--- src/rtl/load_store_unit.sv ---
`default_nettype none
// ============================================================================
// Module      : load_store_unit
// Description : Load/store engine between the EX stage and a byte-wide data
//               memory. Checks request alignment, splits accesses into
//               big-endian byte transfers (MSB at the lowest address),
//               assembles and sign/zero-extends load data, and stalls the
//               pipeline until the access retires.
// Ports       : clk, rst (async, active-low)
//               ALUResult/readData2/MemoryRead/MemoryWrite/size/
//               load_unsigned  - request from the pipeline
//               stall, done, addr_err, readDataMemory - status/result
//               mem_addr/mem_wdata/mem_we/mem_re/mem_rdata - memory port
// Revision    : 1.0 - initial release
// ============================================================================
module load_store_unit #(
    parameter int ADDR_W = 8
) (
    input  logic              clk,
    input  logic              rst,
    input  logic [31:0]       ALUResult,
    input  logic [31:0]       readData2,
    input  logic              MemoryRead,
    input  logic              MemoryWrite,
    input  logic [1:0]        size,
    input  logic              load_unsigned,
    output logic              stall,
    output logic              done,
    output logic              addr_err,
    output logic [31:0]       readDataMemory,
    output logic [ADDR_W-1:0] mem_addr,
    output logic [7:0]        mem_wdata,
    output logic              mem_we,
    output logic              mem_re,
    input  logic [7:0]        mem_rdata
);

    localparam logic [1:0] c_ST_IDLE   = 2'd0;
    localparam logic [1:0] c_ST_ACCESS = 2'd1;
    localparam logic [1:0] c_ST_WAIT   = 2'd2;
    localparam logic [1:0] c_ST_DONE   = 2'd3;

    logic [1:0]        r_state;
    logic [1:0]        r_idx;       // byte counter within the access
    logic [1:0]        r_last;      // N-1 for the latched size
    logic [ADDR_W-1:0] r_base;
    logic [31:0]       r_wdata;
    logic              r_is_load;
    logic              r_unsigned;
    logic [31:0]       r_acc;       // load bytes shifted in MSB first

    logic              w_req;
    logic              w_illegal;
    logic [1:0]        w_last_in;
    logic [1:0]        w_idx_next;
    logic [ADDR_W-1:0] w_addr_lo;
    logic [31:0]       w_acc_next;
    logic [31:0]       w_load_ext;
    logic              w_unused_addr_hi;

    // Upper address bits lie outside the memory and are deliberately dropped.
    assign w_unused_addr_hi = ^ALUResult[31:ADDR_W];

    assign w_addr_lo  = ALUResult[ADDR_W-1:0];
    assign w_req      = MemoryRead | MemoryWrite;
    assign w_last_in  = (size == 2'd2) ? 2'd3 : ((size == 2'd1) ? 2'd1 : 2'd0);
    assign w_idx_next = r_idx + 2'd1;
    assign w_acc_next = {r_acc[23:0], mem_rdata};

    assign w_illegal = (MemoryRead & MemoryWrite)
                     | (size == 2'd3)
                     | ((size == 2'd1) & ALUResult[0])
                     | ((size == 2'd2) & (ALUResult[1:0] != 2'b00));

    assign stall = rst & (((r_state == c_ST_IDLE) & w_req)
                          | (r_state == c_ST_ACCESS)
                          | (r_state == c_ST_WAIT));

    // Final load value: the last byte arrives in WAIT, so extend from the
    // accumulator with that byte appended. Words ignore load_unsigned.
    always_comb begin
        w_load_ext = w_acc_next;
        case (r_last)
            2'd0:    w_load_ext = {{24{~r_unsigned & w_acc_next[7]}},  w_acc_next[7:0]};
            2'd1:    w_load_ext = {{16{~r_unsigned & w_acc_next[15]}}, w_acc_next[15:0]};
            default: w_load_ext = w_acc_next;
        endcase
    end

    // Byte lane sel of the store word (lane 0 = least significant).
    function automatic logic [7:0] f_pick_byte(input logic [31:0] data,
                                               input logic [1:0]  sel);
        logic [7:0] b;
        case (sel)
            2'd0:    b = data[7:0];
            2'd1:    b = data[15:8];
            2'd2:    b = data[23:16];
            default: b = data[31:24];
        endcase
        return b;
    endfunction

    always_ff @(posedge clk or negedge rst) begin
        if (!rst) begin
            r_state        <= c_ST_IDLE;
            r_idx          <= 2'd0;
            r_last         <= 2'd0;
            r_base         <= '0;
            r_wdata        <= 32'd0;
            r_is_load      <= 1'b0;
            r_unsigned     <= 1'b0;
            r_acc          <= 32'd0;
            readDataMemory <= 32'd0;
            done           <= 1'b0;
            addr_err       <= 1'b0;
            mem_addr       <= '0;
            mem_wdata      <= 8'd0;
            mem_we         <= 1'b0;
            mem_re         <= 1'b0;
        end else begin
            done     <= 1'b0;
            addr_err <= 1'b0;
            mem_we   <= 1'b0;
            mem_re   <= 1'b0;
            case (r_state)
                c_ST_IDLE: begin
                    if (w_req) begin
                        r_base     <= w_addr_lo;
                        r_wdata    <= readData2;
                        r_last     <= w_last_in;
                        r_is_load  <= MemoryRead;
                        r_unsigned <= load_unsigned;
                        r_acc      <= 32'd0;
                        r_idx      <= 2'd0;
                        if (w_illegal) begin
                            r_state  <= c_ST_DONE;
                            done     <= 1'b1;
                            addr_err <= 1'b1;
                        end else begin
                            // First byte strobe is issued on entry to ACCESS.
                            r_state   <= c_ST_ACCESS;
                            mem_addr  <= w_addr_lo;
                            mem_we    <= MemoryWrite;
                            mem_re    <= MemoryRead;
                            mem_wdata <= f_pick_byte(readData2, w_last_in);
                        end
                    end
                end
                c_ST_ACCESS: begin
                    // Read data lags mem_re by one cycle, so the byte for
                    // idx-1 is present while idx is being requested.
                    if (r_is_load && (r_idx != 2'd0)) begin
                        r_acc <= w_acc_next;
                    end
                    if (r_idx == r_last) begin
                        if (r_is_load) begin
                            r_state <= c_ST_WAIT;
                        end else begin
                            r_state <= c_ST_DONE;
                            done    <= 1'b1;
                        end
                    end else begin
                        r_idx     <= w_idx_next;
                        mem_addr  <= r_base + {{(ADDR_W-2){1'b0}}, w_idx_next};
                        mem_we    <= ~r_is_load;
                        mem_re    <= r_is_load;
                        mem_wdata <= f_pick_byte(r_wdata, r_last - w_idx_next);
                    end
                end
                c_ST_WAIT: begin
                    readDataMemory <= w_load_ext;
                    r_state        <= c_ST_DONE;
                    done           <= 1'b1;
                end
                default: begin
                    r_state <= c_ST_IDLE;
                    r_idx   <= 2'd0;
                end
            endcase
        end
    end

endmodule
`default_nettype wire

--- config.mk ---
export PLATFORM = sky130hd
export DESIGN_NAME = load_store_unit
export DESIGN_NICKNAME = d
export VERILOG_FILES = /design/src/rtl/load_store_unit.sv
export SDC_FILE = /design/constraint.sdc
export NUM_CORES = 1
export LEC_CHECK = 0
export CAP_MARGIN = 20
export CORE_MARGIN = 2
export CORE_UTILIZATION = 35
export DETAILED_ROUTE_END_ITERATION = 7
export PLACE_DENSITY = 0.59
export SYNTH_ARGS = -nofsm -noshare
export SYNTH_HDL_FRONTEND = slang
export SYNTH_SLANG_ARGS = --single-unit
--- constraint.sdc ---
create_clock -name clk -period 5.1 [get_ports clk]
set_clock_uncertainty 0.2 [all_clocks]
set_input_delay 0.765 -clock clk [delete_from_list [all_inputs] [get_ports clk]]
set_output_delay 0.765 -clock clk [all_outputs]
set_load 0.05 [all_outputs]
==> impl_metrics.yaml <==
power:
  clkPwrFrac: 0.227
  p_comb_frac: 0.493
  power_density_nw_per_um2: 792
  p_int_mw: 3.65
  swShare: 0.420
  switchingPower_mw: 2.64
  power_frac_seq: 0.280
  ir_drop_mv: 0.344
  leakage_nw: 3.34
floorplanning:
  die-area_um2: 18100
  die_w_um: 135
  ioPinCount: 132
  num_rows: 47
  die_h_um: 135
  start_util: 0.359
  coreArea_um2: 16600
clock_tree:
  clk_pin_slew_worst_paths_ps: 60
  ctsResizeCount: 0
  clkSinkCount: 124
  post_cts_buffers: 0
  clockBufferDepth: 2
  insertion_delay_ps: 420
  cts.htree.levels: 4
  clockRootBuffer: "clkbuf_16"
  cts_tree: "done"
  cts_hold_buffers: 0
  cts_buffers: 17
routing:
  wl_per_cell_um: 16.1
  routed_via_density: 5.03
  wl_met3_um: 583
  wirelength_mm: 14.5
  maxUsedRoutingLayer: "met4"
  first_pass_iters: 4
  met2_length_mm: 6.91
  drtAntennaViolNets: 0
  drt_iter0_drc: 302
  via_count: 4532
  met1_length_mm: 6.82
  drc: 0
logic_synthesis:
  synth_area_leaders: "dfrtp_1 52%, mux2_2 8.5%, nand2_1 5.3%, mux2i_1 3.5%, a21oi_1 3.3%"
  synth_top_area_share: 0.519
  avgSynthCellArea_um2: 10.4
  synth_nets: 666
  synth.largest_area_cell: "dfrtp_1"
  yosysMostFrequentCell: "dfrtp_1"
  netlist_area_um2: 5980
  ys.flop_type: "dfrtp_1"
  synth.distinct_cells: 49
  synth_edf_count: 0
  seq_area_frac_synth: 0.519
  synth.yosys.warnings: 0
  yosys-top-cells-count: "124 x dfrtp_1, 85 x nand2_1, 45 x mux2_2, 39 x a21oi_1, 36 x nor2_1"
  ys_seq_elements: 124
  synth_cells: 574
  ys_async_sr_fraction: 1.00
layout:
  layout.nets: 760
  nFillCells: 1513
  final_util: 0.477
  drive_gt1_frac: 0.140
  fin_cells: 901
  antenna_cells: 0
  area_growth_pct: 32.9
critical_path:
  startpoint_type: "flip-flop"
  required_ps: 4140
  arrival_ps: 2970
  crit_fanout: 35
  r2r_setup_slack_ps: 1640
  r2r-end: "mem_addr[5]$_DFFE_PN0P_"
  crit_path_end_kind: "output port"
  r2r-start: "r_state[1]$_DFFE_PN0P_"
  path_class: "reg -> out"
  reg2reg_depth: 8
timing:
  period_needed_ps: 3930
  holdWs_ps: 281
  finalHoldViolCount: 0
  finalSetupTns_ps: 0
  rsz0062_at_grt: "false"
  relSlewSlack: 0.454
  setup_viol: 0
  worst_slew_pin_slew_ps: 819
  max_freq_mhz: 254
  post-route-period-util: 0.771
  slew_violations: 0
global_routing:
  grt_overflow: 0
  grt_max_degree: 64
  grt_pass1_wl_mm: 24.2
  first_global_vias: 4711
  antenna_found_initial: 0
  grtUsageTotal: 0.171
hold_path:
  hold_path_depth: 1
  whs_endpoint: "mem_addr[3]$_DFFE_PN0P_"
  hp-class: "reg -> reg"
  min-delay-start: "mem_addr[3]$_DFFE_PN0P_"
placed_design:
  dp.cells: 868
  gp_congestion: 0.788
  port_buffers: 107
  dp.final_hpwl_mm: 10.0
job:
  drv_cap: 0
outcome:
  outcome: "finished, final reports clean"
metal layers:
| metal | up-vias | GRT usage |
|---|---|---|
| li1 | 2206 | - |
| met1 | 2203 | 0.222 |
| met2 | 106 | 0.280 |
| met3 | 17 | 0.0420 |
| met4 | 0 | 0.0585 |
| met5 | - | 0 |
sequential cells by signal, indices dropped and copies added (netlist names):
name	flops
mem_re	1
addr_err	1
mem_wdata	8
r_acc	24
r_state	2
mem_we	1
r_base	8
readDataMemory	32
r_wdata	32
done	1
r_unsigned	1
r_is_load	1
r_idx	2
r_last	2
mem_addr	8
critical path: stages (launching register included):
cell and delay [ps]:
dfrtp_1 410, inv_1 100, ha_2 630, nor2_1 100, a21boi_0 420, clkdlybuf4s50_1 890
stage by stage:
stage | power [mW] | setup WS [ps] | instance area [um^2]
after detailed placement | 4.89 | 1280 | 7210
after global routing | 6.71 | 931 | 7950
after global placement | 4.82 | 1290 | 7210
after CTS | 6.34 | 1010 | 7920
final | 6.29 | 1170 | 7950
after floorplan | 4.00 | 1750 | 5980
placed cells by master (no fill, tap or decap), drive strengths merged, types with 2 or more instances in the layout:
cell	Yosys	final
o21ai	50	50
a22oi	5	5
nor2	36	36
xor2	3	3
o211a	2	2
ha	12	12
nor3b	3	3
clkinvlp	0	2
mux2i	21	21
clkbuf	24	18
clkinv	0	4
bufinv	0	7
a221oi	3	3
clkdlybuf4s50	0	106
a31oi	21	21
nor2b	5	5
and2	2	2
a22o	2	2
buf	17	10
mux2	59	59
o32a	3	3
dfrtp	124	124
a21o	8	8
a221o	5	5
nand2	85	85
xnor2	2	2
or3	3	3
nand3	4	4
a21oi	39	39
inv	18	19
o22ai	3	3
cell type report:
cell class | count | area, um^2 | area share
clock buffer | 18 | 439 | 0.0553
clock inverter | 14 | 265 | 0.0334
timing repair buffer | 116 | 1160 | 0.145
sequential | 124 | 3100 | 0.390
tap | 220 | 275 | 0.0346
inverter | 18 | 67.6 | 0.00850
multi-input combinational | 391 | 2640 | 0.332
power by group through the flow:
| stage | sequential (mW) | clock, mW | combinational, mW |
|---|---|---|---|
| finish | 1.76 | 1.43 | 3.10 |
| detailed placement | 1.79 | 0 | 3.10 |
| global placement | 1.77 | 0 | 3.04 |
| floorplan | 2.41 | 0 | 1.59 |
| global route | 1.83 | 1.51 | 3.37 |
| CTS | 1.78 | 1.46 | 3.10 |
cells by family (layout without fill, tap and decap cells):
kind of cell / after synthesis / count (layout) / synth area share
xor+xnor: 6 / 6 / 0.0128
buf+inv: 59 / 166 / 0.0423
simple gates: 143 / 143 / 0.0994
flops: 124 / 124 / 0.519
fa+ha+maj: 13 / 13 / 0.0285
compound gates: 149 / 149 / 0.151
mux: 80 / 80 / 0.148
worst max-delay path by stage:
stage	from	endpoint	slack (ps)
6_report	r_state[1]$_DFFE_PN0P_	stall	1170
4_1_cts	r_state[1]$_DFFE_PN0P_	stall	1010
3_3_place_gp	MemoryWrite	stall	1290
3_5_place_dp	MemoryWrite	stall	1280
2_1_floorplan	r_state[0]$_DFFE_PN0P_	stall	1750
5_1_grt	r_state[1]$_DFFE_PN0P_	stall	930
No activity file was read; power rests on OpenSTA's default activity.
==> RTL edit 1: new RTL, config.mk and constraints unchanged <==
Put one more register stage on the output `addr_err`, cleared by the reset. The value now appears one clock later. The other outputs are not delayed to match.
--- a/src/rtl/load_store_unit.sv
+++ b/src/rtl/load_store_unit.sv
@@ -40,4 +40,6 @@
     localparam logic [1:0] c_ST_WAIT   = 2'd2;
     localparam logic [1:0] c_ST_DONE   = 2'd3;
+
+    logic addr_err_s0;
 
     logic [1:0]        r_state;
@@ -113,5 +115,5 @@
             readDataMemory <= 32'd0;
             done           <= 1'b0;
-            addr_err       <= 1'b0;
+            addr_err_s0    <= 1'b0;
             mem_addr       <= '0;
             mem_wdata      <= 8'd0;
@@ -120,5 +122,5 @@
         end else begin
             done     <= 1'b0;
-            addr_err <= 1'b0;
+            addr_err_s0 <= 1'b0;
             mem_we   <= 1'b0;
             mem_re   <= 1'b0;
@@ -136,5 +138,5 @@
                             r_state  <= c_ST_DONE;
                             done     <= 1'b1;
-                            addr_err <= 1'b1;
+                            addr_err_s0 <= 1'b1;
                         end else begin
                             // First byte strobe is issued on entry to ACCESS.
@@ -181,4 +183,12 @@
     end
 
+    always_ff @(posedge clk or negedge rst) begin
+        if (!rst) begin
+            addr_err <= '0;
+        end else begin
+            addr_err <= addr_err_s0;
+        end
+    end
+
 endmodule
 `default_nettype wire
Behaviour: not the same (a bounded check fails within 4 cycles, from zero or initial values and one cycle with rst low).
==> RTL edit 1 against the unedited design <==
Sequential cell count is 1 higher. Wire length is 0.20% higher. Critical path type unchanged. Power is 5.5% lower. Die area is 0.41% higher. Combinational power hardly changed. Area after synthesis is 0.42% higher. Setup slack better by 0.10 ns. Design area is 2.1% lower.
==> RTL edit 1: results (changes against the unedited design) <==
synth_area_leaders: "dfrtp_1 52%, mux2_2 8.4%, nand2_1 5.3%, mux2i_1 3.5%, a21oi_1 3.3%"
peakVddDrop_uv: 464  # +35%
yosys_warnings: 0  # unchanged
post_cts_buffers: 0  # unchanged
period_minus_slack_ns: 3.83  # -0.102 ns
nFillCells: 1547  # +2.2%
grtUsageTotal_pct: 17.1  # -0.063 points
run_status: "complete, no violations"
fin_hold_ws_ns: 0.150  # -0.131 ns
worstMarginPinSlew_ns: 0.827  # +0.00804 ns
worstHoldStart: "addr_err_s0"
first_pass_iters: 4  # unchanged
wl_per_cell_um: 16.1  # +0.20%
hold_depth: 0  # -1
grt_max_degree: 65  # +1.6%
seq_area_frac_synth_pct: 52.1  # +0.20 points
layout-drive-gt1-share_pct: 13.4  # -0.59 points
whs_endpoint: "addr_err"
reg2reg_depth: 7  # -1
cp_data_arrival_time_ns: 2.87  # -0.10 ns
r2r_start: "r_last[0]"
reg2reg_setup_slack_ns: 1.88  # +0.24 ns
drt_iter0_markers: 238  # -21%
place.gp.congestion: 0.791  # +0.46%
root_buffer: "clkbuf_16"
grt_pass1_wl_mm: 24.2  # -0.14%
cp_max_fo: 36  # +2.9%
vias: 4621  # +2.0%
synth_nets: 667  # +0.15%
hpwl_mm: 10.0  # +0.14%
netlist_top_cells_count: "125 x dfrtp_1, 85 x nand2_1, 45 x mux2_2, 39 x a21oi_1, 36 x nor2_1"
power.leakage_nw: 3.26  # -2.4%
dp_slack_ns: 1.25  # -0.0227 ns
RTL edit 1: cell types whose count changed after synthesis:
cell | before | now
dfrtp_1 | 124 | 125
RTL edit 1: cell type report:
class / count / area (µm²) / share of cell area (%)
clock buffer: 22 / 474 / 6.10
clock inverter: 10 / 66.3 / 0.853
inverter: 18 / 67.6 / 0.869
multi-input combinational: 391 / 2640 / 33.9
sequential: 125 / 3130 / 40.2
tap: 220 / 275 / 3.54
timing repair buffer: 115 / 1130 / 14.5
RTL edit 1: where the power goes:
part | switching, W | total (W) | internal (W)
sequential | 0.000304 | 0.00176 | 0.00146
clock | 0.000444 | 0.00110 | 0.000655
combinational | 0.00189 | 0.00309 | 0.00120
total | 0.00264 | 0.00595 | 0.00331
RTL edit 1: cells by family (layout without fill, tap and decap cells):
family / after synthesis / in the layout / share of synthesized area (%)
DFF: 125 / 125 / 52.1
AOI/OAI and AO/OA: 149 / 149 / 15.0
adders and majority gates: 13 / 13 / 2.83
xor gates and xnor gates: 6 / 6 / 1.27
muxes: 80 / 80 / 14.7
buffers and inverters: 59 / 165 / 4.21
and+or+nand+nor: 143 / 143 / 9.90
RTL edit 1: stage by stage:
| stage | cell area (µm²) | cells |
|---|---|---|
| 4_1_cts | 7780 | 901 |
| 5_1_grt | 7780 | 901 |
| 6_report | 7780 | 901 |
| 3_3_place_gp | 7240 | 869 |
| 2_1_floorplan | 6000 | 575 |
| 3_5_place_dp | 7240 | 869 |
RTL edit 1: per-layer routing:
layer	part of all wire [%]	global-route usage, %	vias to the layer above
li1	-	-	2209
met1	47	23.2	2285
met2	48	27.3	113
met3	4.7	3.42	14
met4	0.88	5.90	0
met5	0	0	-
==> RTL edit 2: new RTL, same flow settings <==
Without the edit above. The parameter `ADDR_W` goes from 8 to 9.
--- a/src/rtl/load_store_unit.sv
+++ b/src/rtl/load_store_unit.sv
@@ -15,5 +15,5 @@
 // ============================================================================
 module load_store_unit #(
-    parameter int ADDR_W = 8
+    parameter int ADDR_W = 9
 ) (
     input  logic              clk,
Ports: changed (resized mem_addr); port bits go from 132 to 133. The function was not compared with the original's and may differ.
==> RTL edit 2 against the unedited design <==
Sequential cell count grew 2. Setup slack gained 0.45 ns. Maximum frequency grew 13%. Design area shrank 1.8%. Final cell count shrank 0.33%. Largest cell class unchanged. Highest routed layer unchanged. Power shrank 3.5%. Die area shrank 1.3%. Combinational power shrank 3%. Largest power group unchanged. Non-clock buffer count is the same. Area after synthesis shrank 1.3%. Wire length is essentially flat.
==> RTL edit 2: results (changes against the unedited design) <==
run_status: "complete, no violations"
p_int_w: 0.00343  # -6.1%
grt_max_degree: 68  # +6.3%
viasPerCell: 5.05  # +0.42%
clockBufferCount: 17  # -1
synth.avg_cell_area_um2: 10.4  # about the same
route.met3.wl_um: 670  # +15%
finalNetCount: 757  # -0.39%
inverters: 13  # -5
netlist_top_cells_count: "126 x dfrtp_1, 101 x nand2_1, 51 x mux2_2, 43 x o21ai_0, 38 x nor2_1"
nFillCells: 1507  # -0.40%
multi_input_area_um2: 2570  # -2.6%
ys_ff_latch: 126  # +1.6%
combPwrFrac_pct: 49.7  # +0.4 points
grtUsageMet3_pct: 4.69  # +0.48 points
r2r_start: "r_last[1]"
portBuffers: 109  # +1.9%
regArea_um2: 3150  # +1.6%
fin_hold_ws_ns: 0.281  # -0.000151 ns
max_freq_mhz: 287  # +13%
grt_pass1_vias: 4672  # -0.83%
worstHoldStart: "r_acc[19]"
final_util_pct: 47.2  # -0.54 points
peakVddDrop_uv: 380  # +11%
hpwl_mm: 10.1  # +0.65%
wl_met2_mm: 7.13  # +3.1%
max-slew-margin-rel_pct: 36.2  # -9.2 points
wl_met1_mm: 6.48  # -5.1%
cp_data_arrival_time_ns: 2.52  # -0.45 ns
yosys.area_share.adder_pct: 2.88  # +0.037 points
nonClkBufAreaFrac_pct: 14.6  # +0.078 points
grtUsageTotal_pct: 17.1  # -0.062 points
muxShareOfSynthArea_pct: 13.8  # -0.91 points
first_pass_iters: 5  # +1
synth_xor_area_share_pct: 2.01  # +0.74 points
place.gp.congestion: 0.802  # +1.9%
dpl_cell_area_um2: 7190  # -0.35%
grtUsageMet2_pct: 28.4  # +0.43 points
drt_iter0_markers: 219  # -27%
dp_slack_ns: 1.49  # +0.216 ns
layout-drive-gt1-share_pct: 15.0  # +1.1 points
place_inst: 866  # -0.23%
synth_area_leaders: "dfrtp_1 53%, mux2_2 9.7%, nand2_1 6.4%, o21ai_0 3.6%, a21oi_1 2.5%"
drt_wl_total_mm: 14.5  # about the same
p_per_area_nw_per_um2: 779  # -1.7%
synth_cell_type_count: 46  # -6.1%
cp_max_fo: 6  # -83%
clock_area_share_pct: 7.84  # -1.0 points
grt_pass1_wl_mm: 23.7  # -2.0%
synth_nets: 658  # -1.2%
grtUsageMet1_pct: 21.4  # -0.86 points
synth_compound_area_share_pct: 13.3  # -1.7 points
pg_seq_w: 0.00180  # +2%
clkPwrFrac_pct: 20.6  # -2.1 points
critPathLaunch: "MemoryWrite"
seq_area_frac_synth_pct: 53.4  # +1.5 points
-- RTL edit 2: cell count changes after synthesis, moves of 9 or more --
cell | before | now
nor3_1 | 1 | 10
a31oi_1 | 21 | 11
o21ai_0 | 22 | 43
mux2_1 | 12 | 0
nand2_1 | 85 | 101
o21ai_1 | 28 | 13
a21oi_1 | 39 | 30
-- RTL edit 2: cells by family after synthesis --
logic type | after synthesis
AOI/OAI and AO/OA | 134
xor gates and xnor gates | 11
adders and majority gates | 13
buffers and inverters | 49
DFF | 126
muxes | 69
and+or+nand+nor | 164
-- RTL edit 2: path summary, 6_finish.rpt --
check | end | depth (start not counted)
worst max-delay path | stall | 4
worst min-delay path | r_acc[19] | 2
worst max register to register | mem_wdata[3] | 5
worst min register to register | r_acc[19] | 2
max in group asynchronous | readDataMemory[4] | 3
min in group asynchronous | r_base[0] | 2
-- RTL edit 2: critical path, stage by stage --
cell and delay [ns]:
clkdlybuf4s50_1 0.62, o21ai_4 0.10, a21boi_0 0.17, clkdlybuf4s50_1 0.86
